**src/rtl/anton_neopixel_apb_bridge.sv**
```systemverilog
// APB3 slave bridge onto the NeoPixel raw controller's byte-wide bus.
// Each word-aligned APB transfer becomes one single-cycle busWrite or
// busRead strobe. Reads wait for the controller's registered data.
// Illegal addresses are answered with PSLVERR and are never forwarded.
`ifndef BUFFER_END_DEFAULT
`define BUFFER_END_DEFAULT 255
`endif

module anton_neopixel_apb_bridge #(
  parameter int BUFFER_END = `BUFFER_END_DEFAULT
) (
  input  logic        busClk,
  input  logic        busReset,
  input  logic        PSEL,
  input  logic        PENABLE,
  input  logic        PWRITE,
  input  logic [15:0] PADDR,
  input  logic [31:0] PWDATA,
  output logic [31:0] PRDATA,
  output logic        PREADY,
  output logic        PSLVERR,
  output logic [13:0] busAddr,
  output logic [7:0]  busDataIn,
  output logic        busWrite,
  output logic        busRead,
  input  logic [7:0]  busDataOut
);

  localparam int BUFFER_BITS = $clog2(BUFFER_END + 1);

  localparam logic [2:0] S_IDLE      = 3'd0;
  localparam logic [2:0] S_WRITE     = 3'd1;
  localparam logic [2:0] S_READ      = 3'd2;
  localparam logic [2:0] S_READ_WAIT = 3'd3;
  localparam logic [2:0] S_RESP      = 3'd4;

  logic [2:0]  r_state;
  logic [31:0] r_rdata;
  logic        r_ready;
  logic        r_slverr;
  logic [13:0] r_addr;
  logic [7:0]  r_din;
  logic        r_write;
  logic        r_read;

  logic [13:0] w_addr;
  logic        w_buf_err;
  logic        w_reg_err;
  logic        w_err;
  logic        w_setup;
  logic        w_unused;

  assign w_addr  = PADDR[15:2];
  assign w_setup = PSEL && !PENABLE;

  // Byte-index and data-lane bits the controller never sees.
  assign w_unused = &{1'b0, PADDR[1:0], PWDATA[31:8]};

  // Pixel buffer range check: any bit above the buffer index width, or an
  // in-width index past the last valid byte, is out of range.
  generate
    if (BUFFER_BITS < 13) begin : g_buf_narrow
      localparam logic [BUFFER_BITS-1:0] BUF_END_L = BUFFER_BITS'(BUFFER_END);
      assign w_buf_err = (w_addr[12:BUFFER_BITS] != '0) ||
                         (w_addr[BUFFER_BITS-1:0] > BUF_END_L);
    end else begin : g_buf_full
      assign w_buf_err = (w_addr[12:0] > 13'(BUFFER_END));
    end
  endgenerate

  // Control space holds only four registers (word index 0x2000..0x2003).
  assign w_reg_err = (w_addr[12:2] != '0);
  assign w_err     = w_addr[13] ? w_reg_err : w_buf_err;

  // Transfer sequencer: strobes, wait states and response are all registered.
  always_ff @(posedge busClk or posedge busReset) begin
    if (busReset) begin
      r_state  <= S_IDLE;
      r_rdata  <= '0;
      r_ready  <= 1'b0;
      r_slverr <= 1'b0;
      r_addr   <= '0;
      r_din    <= '0;
      r_write  <= 1'b0;
      r_read   <= 1'b0;
    end else begin
      r_write  <= 1'b0;
      r_read   <= 1'b0;
      r_ready  <= 1'b0;
      r_slverr <= 1'b0;
      case (r_state)
        S_IDLE: begin
          // An access phase without a preceding setup phase is ignored.
          if (w_setup) begin
            r_addr  <= w_addr;
            r_din   <= PWDATA[7:0];
            r_rdata <= '0;
            if (w_err) begin
              r_state  <= S_RESP;
              r_ready  <= 1'b1;
              r_slverr <= 1'b1;
            end else if (PWRITE) begin
              r_state <= S_WRITE;
              r_write <= 1'b1;
            end else begin
              r_state <= S_READ;
              r_read  <= 1'b1;
            end
          end
        end
        S_WRITE: begin
          if (!PSEL) begin
            r_state <= S_IDLE;
          end else begin
            r_state <= S_RESP;
            r_ready <= 1'b1;
          end
        end
        S_READ: begin
          r_state <= PSEL ? S_READ_WAIT : S_IDLE;
        end
        S_READ_WAIT: begin
          // Controller data is valid one cycle after the read strobe.
          if (!PSEL) begin
            r_state <= S_IDLE;
          end else begin
            r_rdata <= {24'b0, busDataOut};
            r_state <= S_RESP;
            r_ready <= 1'b1;
          end
        end
        S_RESP: begin
          r_state <= S_IDLE;
        end
        default: begin
          r_state <= S_IDLE;
        end
      endcase
    end
  end

  assign PRDATA    = r_rdata;
  assign PREADY    = r_ready;
  assign PSLVERR   = r_slverr;
  assign busAddr   = r_addr;
  assign busDataIn = r_din;
  assign busWrite  = r_write;
  assign busRead   = r_read;

endmodule

```
**config.mk**
```make
export PLATFORM = sky130hd
export DESIGN_NAME = anton_neopixel_apb_bridge
export DESIGN_NICKNAME = d
export VERILOG_FILES = /design/src/rtl/anton_neopixel_apb_bridge.sv
export SDC_FILE = /design/constraint.sdc
export NUM_CORES = 1
export LEC_CHECK = 0
export CAP_MARGIN = 20
export CORE_MARGIN = 3
export CORE_UTILIZATION = 25
export CTS_CLUSTER_SIZE = 8
export DETAILED_ROUTE_END_ITERATION = 10
export RECOVER_POWER = 25
export SYNTH_ARGS = -nofsm -noshare
export SYNTH_HDL_FRONTEND = slang
export SYNTH_SLANG_ARGS = --single-unit
export TNS_END_PERCENT = 100
```
**constraint.sdc**
```tcl
create_clock -name busClk -period 1.9 [get_ports busClk]
set_clock_uncertainty 0.1 [all_clocks]
set_input_delay 0.38 -clock busClk [delete_from_list [all_inputs] [get_ports busClk]]
set_output_delay 0.38 -clock busClk [all_outputs]
set_load 0.01 [all_outputs]
```
**After elaboration in Yosys (flattened, before gate mapping)**

Cells that the tools add are included.

- Bits of input ports: 61
- Output and inout bits: 58
- Register bits: 61

- Muxes and demuxes: 23
- $lt $le $gt $ge: 1
- Reductions and logical operators: 10
- Equality and inequality tests: 5

Operators by type and width:

| cell | number |
|---|---|
| $mux W32 | 2 |
| $pmux W32 S2 | 1 |
| $mux W1 | 13 |
| $reduce_bool A11 Y1 | 1 |
| $mux W3 | 3 |
| $pmux W3 S3 | 1 |
| $gt A8 B8 Y1 const B | 1 |
| $eq A3 B2 Y1 const B | 2 |
| $reduce_bool A5 Y1 | 1 |
| $mux W2 | 2 |
| $ne A2 B2 Y1 const B | 2 |
| $eq A3 B1 Y1 const B | 1 |
| $logic_not A3 Y1 | 1 |
| $reduce_and A3 Y1 | 1 |
| $pmux W1 S2 | 1 |
| $reduce_and A2 Y1 | 1 |
| $reduce_bool A2 Y1 | 1 |
| $reduce_or A2 Y1 | 1 |
| $logic_and A1 B1 Y1 | 1 |
| $logic_not A1 Y1 | 1 |
| $logic_or A1 B1 Y1 | 1 |

**Logic depth before layout (Yosys ltp)**

- Depth after elaboration: 6
- Gate-level depth with buffers: 5

**Worst setup path after synthesis**

No wires, ideal clock.

- Kind: input to register
- Start: input PADDR[5]
- End: register r_ready, in the netlist PREADY
- Path slack: 316 ps
- Library setup time: 121 ps
- Data arrival time: 1363 ps
- Stages: 4
- Cells stage by stage: or4_4 -> o31ai_4 -> and2_2 -> o21ai_1

- Longest elaborated chain between the ends: 6
- Elaborated cells between the ends (all ways): 7
- Those cells by class: 1 x order compare; 4 x mux; 2 x reduce/logical

Ends and longest elaborated chain:

| element | line | text |
|---|---|---|
| start: declaration | 17 | `input logic [15:0] PADDR,` |
| $gt A8 B8 Y1 | 65 | `(w_addr[BUFFER_BITS-1:0] > BUF_END_L);` |
| $logic_or A1 B1 Y1 | 64 | `assign w_buf_err = (w_addr[12:BUFFER_BITS] != '0) \|\|` |
| $mux W1 (*) | 73 | `assign w_err = w_addr[13] ? w_reg_err : w_buf_err;` |
| $mux W1 (*) | 98 | `if (w_err) begin` |
| $mux W1 (*) | 94 | `if (w_setup) begin` |
| $pmux W1 S2 (*) | 91 | `case (r_state)` |
| end signal: assignment | 80 | `r_ready <= 1'b0;` |
| end signal: assignment | 89 | `r_ready <= 1'b0;` |
| end signal: assignment | 100 | `r_ready <= 1'b1;` |
| end: declaration | 39 | `logic r_ready;` |

Mark *: on every way between the ends. The rest lies on a longest branch, timed or not.
A chain may end at the register's enable or synchronous reset.

**Worst setup path in the final report**

- Start: input PADDR[5]
- End: register r_state[2]

- Longest elaborated chain between the ends: 6
- Elaborated cells between the ends (all ways): 7
- Those cells by class: 1 x order compare; 4 x mux; 2 x reduce/logical

Ends and longest elaborated chain:

| element | line | text |
|---|---|---|
| $gt A8 B8 Y1 | 65 |  |
| $logic_or A1 B1 Y1 | 64 |  |
| $mux W1 (*) | 73 |  |
| $mux W3 (*) | 98 |  |
| $mux W3 (*) | 94 |  |
| $pmux W3 S3 (*) | 91 |  |
| end signal: assignment | 120 | `r_state <= PSEL ? S_READ_WAIT : S_IDLE;` |
| end: declaration | 37 | `logic [2:0] r_state;` |

Mark *: on every way between the ends. The rest lies on a longest branch, timed or not. The select of a mux whose other input is x is not followed.

==> results.sh <==
export IMPL_pwr_share_comb_pct=21.2
export IMPL_area_growth_pct=49.14
export IMPL_critical_path_required_ns=1.98
export IMPL_antenna_found_initial=0
export IMPL_finalNetCount=276
export IMPL_min_path_type="flip-flop to flip-flop"
export IMPL_grt_ovfl_total=0
export IMPL_max_freq_mhz=556.9
export IMPL_drive_gt1_share_pct=18.06
export IMPL_ys_seq_area_share_pct=55.18
export IMPL_net_switching_power_w=0.0005025
export IMPL_dr_total_vias=1196
export IMPL_core_mm2=0.006422
export IMPL_worstSetupEndpointType="flip-flop"
export IMPL_design_area_mm2=0.002502
export IMPL_worstSetupStartpointType="primary input"
export IMPL_synthAdderAreaFrac_pct=0
export IMPL_routed_via_density=4.082
export IMPL_path_max_fanout=4
export IMPL_min_period_ns=1.796
export IMPL_setup_tns_ns=0
export IMPL_synth_area_mux_share_pct=14.77
export IMPL_synth_seq_cells=37
export IMPL_clockPowerShare_pct=36.9
export IMPL_ant_nets=0
export IMPL_cpPeakStageDelay_ns=0.55
export IMPL_power_density_mw_per_mm2=873.5
export IMPL_cts_tree="yes"
export IMPL_firstDrtPassIters=2
export IMPL_die_width_um=87.93
export IMPL_initialDrtViolationCount=40
export IMPL_synth_top_area_cell="dfrtp_1"
export IMPL_cts_buffer_depth=2
export IMPL_dieHeight_um=87.93
export IMPL_worstSetupPathType="primary input to flip-flop"
export IMPL_cts_root_buf="clkbuf_8"
export IMPL_p_sw_share_pct=22.99
export IMPL_synth_cell_types=25
export IMPL_initial_core_util_pct=26.13
export IMPL_p_seq_share_pct=41.9
export IMPL_io_pins=119
export IMPL_drt_wl_total_um=3620
export IMPL_synthTopCellsByArea="dfrtp_1 (55%), mux2_2 (15%), buf_4 (11%)"
export IMPL_crit_buf_inv=1
export IMPL_dieArea_mm2=0.007731
export IMPL_vdd_drop_max_v=0.0005229
export IMPL_crit_family="simple AND/OR/NAND/NOR gates"
export IMPL_fin_crit_sh_pct=94.51
export IMPL_port_buffers=68
export IMPL_tightest_slew_ns=0.9611
export IMPL_cts_hold_buffers_added=0
export IMPL_synth_top_area_share_pct=55.18
export IMPL_final_common_cell="clkdlybuf4s50_1"
export IMPL_n_fill_cell=647
export IMPL_crit_arrival_ns=1.88
export IMPL_relSlewSlack_pct=35.93
export IMPL_rsz0062_at_grt="no"
export IMPL_yosys_warnings=0
export IMPL_synth_compound_area_share_pct=5.593
export IMPL_grt_total_usage_pct=9.415
export IMPL_cts_buffers=5
export IMPL_clk_latency_ns=0.29
export IMPL_maxSlewViolCount=0
export IMPL_synth_simple_gate_area_share_pct=10.89
export IMPL_place_area_mm2=0.002380
export IMPL_clk_pin_slew_ns=0.08
export IMPL_grt_max_degree=38
export IMPL_leakage_nw=1.064
export IMPL_critPathSlowestCell="or4_4"
export IMPL_netlist_area_mm2=0.001678
export IMPL_layout_common_cells="clkdlybuf4s50_1 (67), dfrtp_1 (37), conb_1 (24)"
export IMPL_final_hold_viol_count=0
export IMPL_cap_viol_max_count=0
export IMPL_drc=0
export IMPL_synth_xor_area_share_pct=0
export IMPL_hpwl_um=2639
export IMPL_grt_pass1_wl_um=5457
export IMPL_cts_htree_levels=2
export IMPL_clock_sinks=37
export IMPL_post_drt_wl_per_cell_um=12.35
export IMPL_diodes=0
export IMPL_synthCells=142
export IMPL_place_congestion=0.7094
export IMPL_crit_chain="clkdlybuf4s50_1, or4_4, o31ai_4, and2_2, o21ai_1"
export IMPL_synth_top_family_by_area="multiplexers"
export IMPL_outcome="finished, final reports clean"
export IMPL_setup_viol=0
export IMPL_internal_power_w=0.001683
export IMPL_grt_pass1_vias=1150
export IMPL_rows=29
export IMPL_post_synth_cell_area_avg_um2=11.82
[path summary, 6_finish.rpt]
kind                       startpoint  slack (ns)  cells past startpoint      endpoint
min in group asynchronous    busReset        0.74                      3    r_state[2]
max reg2reg                r_state[0]        0.32                      4     PRDATA[1]
max                          PADDR[5]        0.10                      5    r_state[2]
max in group asynchronous    busReset        0.38                      3  busDataIn[0]
min reg2reg                 PRDATA[3]        0.38                      2     PRDATA[3]
min                         PRDATA[3]        0.38                      2     PRDATA[3]
[state kept, by name, indices dropped and copies added (netlist names)]
name	count
busDataIn	8
busRead	1
PREADY	1
r_state	3
PSLVERR	1
busWrite	1
PRDATA	8
busAddr	14
[final cells by class]
| type | instances | area, µm² | share of cell area, % |
|---|---|---|---|
| Multi-Input combinational cell | 97 | 618.1 | 24.70 |
| Clock inverter | 3 | 65.06 | 2.600 |
| Clock buffer | 5 | 68.82 | 2.750 |
| Timing Repair Buffer | 72 | 720.7 | 28.80 |
| Tap cell | 77 | 96.34 | 3.850 |
| Inverter | 2 | 7.507 | 0.3000 |
| Sequential cell | 37 | 925.9 | 37.00 |
[tightest hold or removal path, cell delays in order, from the launching register on]
cell and delay (ns):
dfrtp_1 0.34, nand2_1 0.05, o21ai_0 0.06
[metal layers]
layer	share of wire, %	vias up	track usage (%)
li1	-	572	-
met1	44	559	11.43
met2	43	57	14.11
met3	12	8	5.738
met4	1.4	0	2.510
met5	0	-	0
[what timing repair did]
| item | 4_1_cts | 5_1_grt |
|---|---|---|
| gates resized for setup | 0 | 1 |
| setup endpoints to repair | 0 | 8 |
| setup buffers | 0 | 0 |
[power by group through the flow]
stage,Combinational (W),Clock (W),Sequential [W]
after CTS,0.000478,0.000834,0.000916
after floorplan,0.000181,0,0.000973
after global routing,0.000504,0.000878,0.000925
after detailed placement,0.000476,0,0.000931
final,0.000464,0.000807,0.000915
after global placement,0.000472,0,0.000928
[synthesized netlist by cell type]
cell and count:
dfrtp_1 37, buf_4 24, mux2_2 22, nand2_1 18
o21ai_0 8, nor2_1 3, nor3_1 3, o21ai_1 3
a21oi_1 2, buf_2 2, buf_6 2, inv_1 2
nand3b_1 2, nand4_1 2, nor2b_1 2, a21o_1 1
and2_1 1, and2_2 1, clkbuf_1 1, conb_1 1
nand2b_1 1, nor3_2 1, o31ai_4 1, or4_1 1
or4_4 1
[stage by stage]
step                util (%)  setup WS (ns)  power, W  hold slack [ns]  cells
finish                 38.96         0.1043  0.002186           0.3820    293
global route           38.96        0.01822  0.002307           0.4089    293
global placement       37.05        -0.2355  0.001399           0.3637    285
floorplan                  -         0.3157  0.001153           0.3521    165
CTS                    39.14        0.04143  0.002228           0.3506    293
detailed placement     37.05        -0.2662  0.001406           0.3738    285
[kinds of logic after synthesis]
family	after synthesis
flip-flops	37
AND/OR/NAND/NOR	36
buffers and inverters	31
multiplexers	22
AO/OA/AOI/OAI	15
other	1
Note: power is estimated with default switching activity, not from simulation.
